$ cat src/rtl/instr_pkg.sv
// Shared instruction-format definitions for the fetch queue and the decode stage.
// Field layout follows the base RV32 R/I/S encoding.
package instr_pkg;

    localparam logic [31:0] NOP_INSTR = 32'h0000_0013;

    localparam int OPCODE_LSB = 0;
    localparam int RD_LSB     = 7;
    localparam int FUNCT3_LSB = 12;
    localparam int RS1_LSB    = 15;
    localparam int RS2_LSB    = 20;
    localparam int FUNCT7_LSB = 25;

    typedef struct packed {
        logic [6:0] funct7;
        logic [4:0] rs2;
        logic [4:0] rs1;
        logic [2:0] funct3;
        logic [4:0] rd;
        logic [6:0] opcode;
    } instr_fields_t;

    function automatic instr_fields_t split_fields(input logic [31:0] word);
        instr_fields_t f;
        f.funct7 = word[FUNCT7_LSB +: 7];
        f.rs2    = word[RS2_LSB    +: 5];
        f.rs1    = word[RS1_LSB    +: 5];
        f.funct3 = word[FUNCT3_LSB +: 3];
        f.rd     = word[RD_LSB     +: 5];
        f.opcode = word[OPCODE_LSB +: 7];
        return f;
    endfunction

endpackage

$ cat src/rtl/instr_fields.sv
// Combinational split of an instruction word into its register/opcode fields.
// Shared between the instruction queue head and the decode stage.
module instr_fields
    import instr_pkg::*;
#(
    parameter int XLEN = 32
) (
    input  logic [XLEN-1:0] instr,
    output instr_fields_t   fields
);

    assign fields = split_fields(instr[31:0]);

endmodule

$ cat src/rtl/instr_queue.sv
// DEPTH-entry FIFO of {pc, instruction} pairs between fetch and decode, with flush.
// The head entry is presented with its decoded fields; an empty queue presents a NOP.
module instr_queue
    import instr_pkg::*;
#(
    parameter int XLEN  = 32,
    parameter int DEPTH = 4
) (
    input  logic                   clk,
    input  logic                   reset,
    input  logic                   flush,
    input  logic                   in_valid,
    output logic                   in_ready,
    input  logic [XLEN-1:0]        in_instr,
    input  logic [XLEN-1:0]        in_pc,
    output logic                   out_valid,
    input  logic                   out_ready,
    output logic [XLEN-1:0]        out_instr,
    output logic [XLEN-1:0]        out_pc,
    output logic [4:0]             rs2,
    output logic [4:0]             rs1,
    output logic [4:0]             rd,
    output logic [2:0]             funct3,
    output logic [6:0]             funct7,
    output logic [6:0]             opcode,
    output logic [$clog2(DEPTH):0] count
);

    localparam int PW = $clog2(DEPTH);
    localparam int CW = PW + 1;

    logic [XLEN-1:0] instr_mem_r [DEPTH];
    logic [XLEN-1:0] pc_mem_r    [DEPTH];
    logic [PW-1:0]   wr_ptr_r;
    logic [PW-1:0]   rd_ptr_r;
    logic [CW-1:0]   count_r;
    logic [CW-1:0]   count_nxt_s;
    logic            out_valid_r;
    logic            in_ready_r;
    logic            push_s;
    logic            pop_s;
    instr_fields_t   head_fields_s;

    assign push_s = in_valid & in_ready_r;
    assign pop_s  = out_valid_r & out_ready;

    // Occupancy after this cycle's handshakes (flush/reset handled in the register).
    always_comb begin
        count_nxt_s = count_r;
        case ({push_s, pop_s})
            2'b10:   count_nxt_s = count_r + CW'(1);
            2'b01:   count_nxt_s = count_r - CW'(1);
            default: count_nxt_s = count_r;
        endcase
    end

    // Pointers, occupancy and registered handshake flags; reset beats flush beats push/pop.
    always_ff @(posedge clk) begin
        if (reset || flush) begin
            wr_ptr_r    <= {PW{1'b0}};
            rd_ptr_r    <= {PW{1'b0}};
            count_r     <= {CW{1'b0}};
            out_valid_r <= 1'b0;
            in_ready_r  <= 1'b1;
        end else begin
            if (push_s) begin
                wr_ptr_r <= wr_ptr_r + PW'(1);
            end
            if (pop_s) begin
                rd_ptr_r <= rd_ptr_r + PW'(1);
            end
            count_r     <= count_nxt_s;
            out_valid_r <= (count_nxt_s != {CW{1'b0}});
            in_ready_r  <= (count_nxt_s != CW'(DEPTH));
        end
    end

    // Storage arrays carry no reset; only entries behind valid pointers are ever shown.
    always_ff @(posedge clk) begin
        if (push_s && !reset && !flush) begin
            instr_mem_r[wr_ptr_r] <= in_instr;
            pc_mem_r[wr_ptr_r]    <= in_pc;
        end
    end

    assign out_instr = out_valid_r ? instr_mem_r[rd_ptr_r] : XLEN'(NOP_INSTR);
    assign out_pc    = out_valid_r ? pc_mem_r[rd_ptr_r]    : {XLEN{1'b0}};
    assign out_valid = out_valid_r;
    assign in_ready  = in_ready_r;
    assign count     = count_r;

    instr_fields #(.XLEN(XLEN)) u_fields (
        .instr  (out_instr),
        .fields (head_fields_s)
    );

    assign rs2    = head_fields_s.rs2;
    assign rs1    = head_fields_s.rs1;
    assign rd     = head_fields_s.rd;
    assign funct3 = head_fields_s.funct3;
    assign funct7 = head_fields_s.funct7;
    assign opcode = head_fields_s.opcode;

endmodule

$ cat config.mk
export PLATFORM = sky130hd
export DESIGN_NAME = instr_queue
export DESIGN_NICKNAME = d
export VERILOG_FILES = /design/src/rtl/instr_pkg.sv /design/src/rtl/instr_fields.sv /design/src/rtl/instr_queue.sv
export SDC_FILE = /design/constraint.sdc
export NUM_CORES = 1
export LEC_CHECK = 0
export ABC_CLOCK_PERIOD_IN_PS = 3000
export CAP_MARGIN = 10
export CORE_MARGIN = 3
export CORE_UTILIZATION = 53
export CTS_CLUSTER_SIZE = 20
export DETAILED_ROUTE_END_ITERATION = 12
export PLACE_DENSITY_LB_ADDON = 0.3
export SLEW_MARGIN = 40
export SYNTH_ARGS = -nofsm -noshare
export SYNTH_HDL_FRONTEND = slang
export SYNTH_SLANG_ARGS = --single-unit
$ cat constraint.sdc
create_clock -name clk -period 3 [get_ports clk]
set_clock_uncertainty 0.05 [all_clocks]
set_input_delay 0.3 -clock clk [delete_from_list [all_inputs] [get_ports clk]]
set_output_delay 0.3 -clock clk [all_outputs]
set_load 0.02 [all_outputs]
# Word level (Yosys, flattened, before mapping)
# Memory sizes are Yosys's and may differ from the RTL's. A register that Yosys moved wholly into a read port is not among the register bits.
# Index checks and enable logic that the tools add are counted.
totals:
  reg_bits: 9
  latch_bits: 0
  ram_bits: 256
  mem_bits_ro: 0
  elab_cells: 31
  n_memories: 2
memory_table:
  columns: ["name", "words", "width", "read_ports", "rd_clocked_by_memory_dff", "wr", "line_no", "rtl"]
  rows:
  - ["instr_mem_r", 4, 32, 1, 1, 1, "instr_queue.sv:32", "logic [XLEN-1:0] instr_mem_r [DEPTH];"]
  - ["pc_mem_r", 4, 32, 1, 1, 1, "instr_queue.sv:33", "logic [XLEN-1:0] pc_mem_r [DEPTH];"]
op_classes:
  addsub: 4
  n_mul: 0
  div: 0
  magnitude_cmp: 0
  n_eq_ne: 3
  shifts: 0
  muxes: 9
  n_bitwise: 2
  n_reduce_logical: 6
ops:
  columns: ["operator", "n"]
  rows:
  - ["two-way mux 32 bit", 2]
  - ["two-way mux 2 bit", 4]
  - ["one-hot mux 3 bit (2 select lines)", 1]
  - ["adder 2 x 1 -> 2 bit, second input constant", 2]
  - ["adder 3 x 1 -> 3 bit, second input constant", 1]
  - ["inequality test 3 bit, second input constant", 1]
  - ["nonzero test 3 bit", 1]
  - ["subtractor 3 x 1 -> 3 bit, second input constant", 1]
  - ["AND 1 bit", 2]
  - ["== test 2 x 1 -> 1 bit, second input constant", 1]
  - ["== test 2 bit, second input constant", 1]
  - ["logical AND 1 bit", 2]
  - ["logical NOT 1 bit", 2]
  - ["two-way mux 1 bit", 2]
  - ["logical OR 1 bit", 1]

# Depth between registers and ports, before layout
depth:
  ltp_word: 5
  depth_mapped: 8
  depth_no_buf: 7

# Hierarchy
# From an unflattened synthesis, not the netlist that was laid out.
hier_totals:
  hier_cells: 492
  area_unflattened_um2: 10406.2
modules_own_cells:
  columns: ["module", "n_inst", "cells_per_inst", "area_per_inst_um2", "seq_area_each_um2"]
  rows:
  - ["instr_queue", 1, 460, 10166.0, 7907.6]
  - ["instr_fields", 1, 32, 240.2, 0.0]

# Worst setup path after synthesis
# Ideal clock, no wire load.
synth_path:
  kind: "reg2reg"
  startpoint: "register in_ready_r (netlist: in_ready)"
  endpoint: "memory instr_mem_r[0][0], enable pin"
  t_arrival_ns: 2.350
  t_required_ns: 2.521
  path_slack_ns: 0.171
  stages_incl_launch_ff: 4
  n_path_buf: 1
  path_cell_list: "dfxtp_1 > and2_1 > clkbuf_1 > and3_1"
synth_between:
  elab_chain_cells: 5
synth_lines:
  columns: ["item", "line_no", "rtl"]
  rows:
  - ["from (decl)", "instr_queue.sv:39", "logic in_ready_r;"]
  - ["from (signal assigned)", "instr_queue.sv:74", "in_ready_r <= (count_nxt_s != CW'(DEPTH));"]
  - ["AND 1 bit", "instr_queue.sv:44", "assign push_s = in_valid & in_ready_r;"]
  - ["logical AND 1 bit (2 in series)", "instr_queue.sv:80", "if (push_s && !reset && !flush) begin"]
  - ["two-way mux 1 bit", "instr_queue.sv:80", null]
  - ["two-way mux 1 bit (not written as such)", "instr_queue.sv:81", "instr_mem_r[wr_ptr_r] <= in_instr;"]
  - ["to (decl)", "instr_queue.sv:32", null]
# Every way passes these cells.

==> results.cfg <==
[clocking]
postCtsSetupBuffers = 0
cts_hold_buf = 0
numCtsBuffers = 26
ctsRootBufferMaster = clkbuf_16
ctsResizeCount = 0
cts.sinks = 267
h-tree-depth = 1
clock_path_buffers = 3
clk_latency_ns = 0.51
cts_tree = yes
path_clk_slew_ns = 0.06

[drt]
wirelength_um = 19600
vias_per_cell = 5.42
drc_errors = 0
vias = 5021
routedWlPerCell_um = 21.1
drt_iter0_markers = 361
first_pass_iters = 4
ant_nets = 0

[yosys]
synth_cells = 492
ys.flop_type = edfxtp_1
synth_area_per_cell_um2 = 21.2
synth-edff-count = 256
async_reset_ff_frac = 0
syn-cell-area_um2 = 10400
yosys_warnings = 0
yosys.area.top_type_share = 0.739
seq_area_frac_synth = 0.760
ys_seq_elements = 267
syn_nets = 567
synthTopCellsByArea = edfxtp_1 74%, mux4_2 14%, and2_1 3.8%, buf_4 2.7%, dfxtp_1 2.1%
yosys.area.top_type = edfxtp_1
synth.distinct_cells = 28

[critical_path]
worst_setup_path_end_kind = output port
slowest_delay_ns = 0.56
crit_path_top_delay_cell = clkdlybuf4s50_1
r2r_slack_ns = 0.67
worst_setup_path_start_kind = flop
cp_max_fo = 33
path_cells = buf_16, mux4_2, nand2b_1, clkdlybuf4s50_1
critPathRequiredTime_ns = 2.65
timing.rr.start = in_ready$_SDFF_PP1_
worstSetupPathType = reg2out
arrival_ns = 2.56
r2r-end = in_ready$_SDFF_PP1_
r2r_cells = 7

[min_path]
min-delay-start = in_pc[13]
hold_path_class = in2reg
hold_path_depth = 1
holdPathEnd = pc_mem_r[2][13]$_DFFE_PP_

[global_route]
grt_antenna_before_repair = 0
grt_max_degree = 34
grt_first_pass_wirelength_um = 30700
grt_usage = 0.184
grt_pass1_vias = 5513
grt.overflow.total = 0

[run]
maxCapViolations = 0

[layout]
final_cell_mix = 256 x edfxtp_1, 153 x clkdlybuf4s50_1, 64 x mux4_2
layout_commonest_cell = edfxtp_1
drive_above_1_share = 0.188
diodes = 0
fin_cells = 926
area_growth_pct = 27.1
fin_nets = 723
fill_cells = 1208

[floorplan]
fp.coreArea_um2 = 19000
die_w_um = 146
die_height_um = 146
die-area_um2 = 21400
io_pins = 170
start_util = 0.547
rows = 50

[timing]
min_period_over_period = 0.968
fmax_mhz = 344
tns_ns = 0
maxSlewViolCount = 0
fin_crit_ns = 2.91
worstMarginPinSlew_ns = 0.539
hold_viol_final = 0
setup_viol = 0
slew-limit-headroom = 0.641

[power]
vdd_ir_drop_max_uv = 471
p_leak_nw = 4.45
powerDensity_nw_per_um2 = 602

[placement]
dp_hpwl_um = 12000
place_inst = 880
port_buffers = 169
place.gp.congestion = 0.787

[run_status]
outcome = completed
registers in the layout, summed over array words and instances (netlist names), named ones only:
name         flops
instr_mem_r    128
pc_mem_r       128
count            3
rd_ptr_r         2
wr_ptr_r         2
in_ready         1
out_valid        1
critical path, delay by kind of cell, from the launching register on:
kind	cells	cell delay, ns
buffers and inverters	2	0.85
multiplexers	1	0.55
flip-flops	1	0.45
AND/OR/NAND/NOR	1	0.18
per-stage QoR:
step / setup slack [ns] / hold WS (ns) / area, um2 / total power, mW / utilization
after floorplan: 0.171 / 0.349 / 10400 / 4.45 / -
final: 0.0948 / 0.364 / 13200 / 7.96 / 0.695
after CTS: 0.0323 / 0.348 / 13200 / 8.03 / 0.693
after global routing: -0.0225 / 0.358 / 13200 / 8.22 / 0.695
after detailed placement: 0.303 / 0.457 / 12300 / 4.70 / 0.646
after global placement: 0.370 / 0.430 / 12300 / 4.68 / 0.646
power breakdown:
part | leakage, nW | internal, mW | switching, mW
sequential | 2.40 | 4.12 | 0.0216
clock | 0.437 | 2.06 | 1.29
combinational | 1.61 | 0.246 | 0.224
total | 4.45 | 6.43 | 1.54
cells by family after synthesis:
family | Yosys count | synth area share
DFF | 267 | 0.760
xor gates and xnor gates | 5 | 0.00421
AOI/OAI and AO/OA | 5 | 0.00361
muxes | 65 | 0.139
adders and majority gates | 6 | 0.00794
and+or+nand+nor | 86 | 0.0493
buffers and inverters | 58 | 0.0356
layer usage:
layer | up-vias | track usage | share of wire
met2 | 171 | 0.313 | 0.51
met5 | - | 0 | 0
li1 | 2234 | - | -
met4 | 0 | 0.0527 | 0.022
met1 | 2585 | 0.249 | 0.41
met3 | 31 | 0.0317 | 0.057
area by class of cell:
| class | instances | area [um2] | area share |
|---|---|---|---|
| multi-input combinational | 167 | 2150 | 0.162 |
| clock inverter | 17 | 206 | 0.0156 |
| sequential | 267 | 7920 | 0.599 |
| inverter | 3 | 11.3 | 0.000852 |
| tap | 260 | 325 | 0.0246 |
| timing repair buffer | 183 | 1930 | 0.146 |
| clock buffer | 29 | 683 | 0.0517 |
synth_stat cells (2+ instances only):
| library cell | count |
|---|---|
| clkbuf_1 | 8 |
| nand2b_1 | 3 |
| inv_1 | 3 |
| mux4_2 | 64 |
| dfxtp_1 | 11 |
| xor2_1 | 2 |
| nor2_1 | 9 |
| edfxtp_1 | 256 |
| and2_1 | 63 |
| xnor2_1 | 3 |
| and3_1 | 4 |
| o211ai_1 | 2 |
| nand2_1 | 3 |
| buf_1 | 6 |
| ha_1 | 5 |
| buf_4 | 38 |
worst max path at each step:
stage / end
final: opcode[1]
after global routing: opcode[1]
after CTS: out_instr[0]
after detailed placement: in_ready$_SDFF_PP1_
after global placement: in_ready$_SDFF_PP1_
after floorplan: instr_mem_r[0][0]$_DFFE_PP_
No activity file was read; power rests on OpenSTA's default activity.
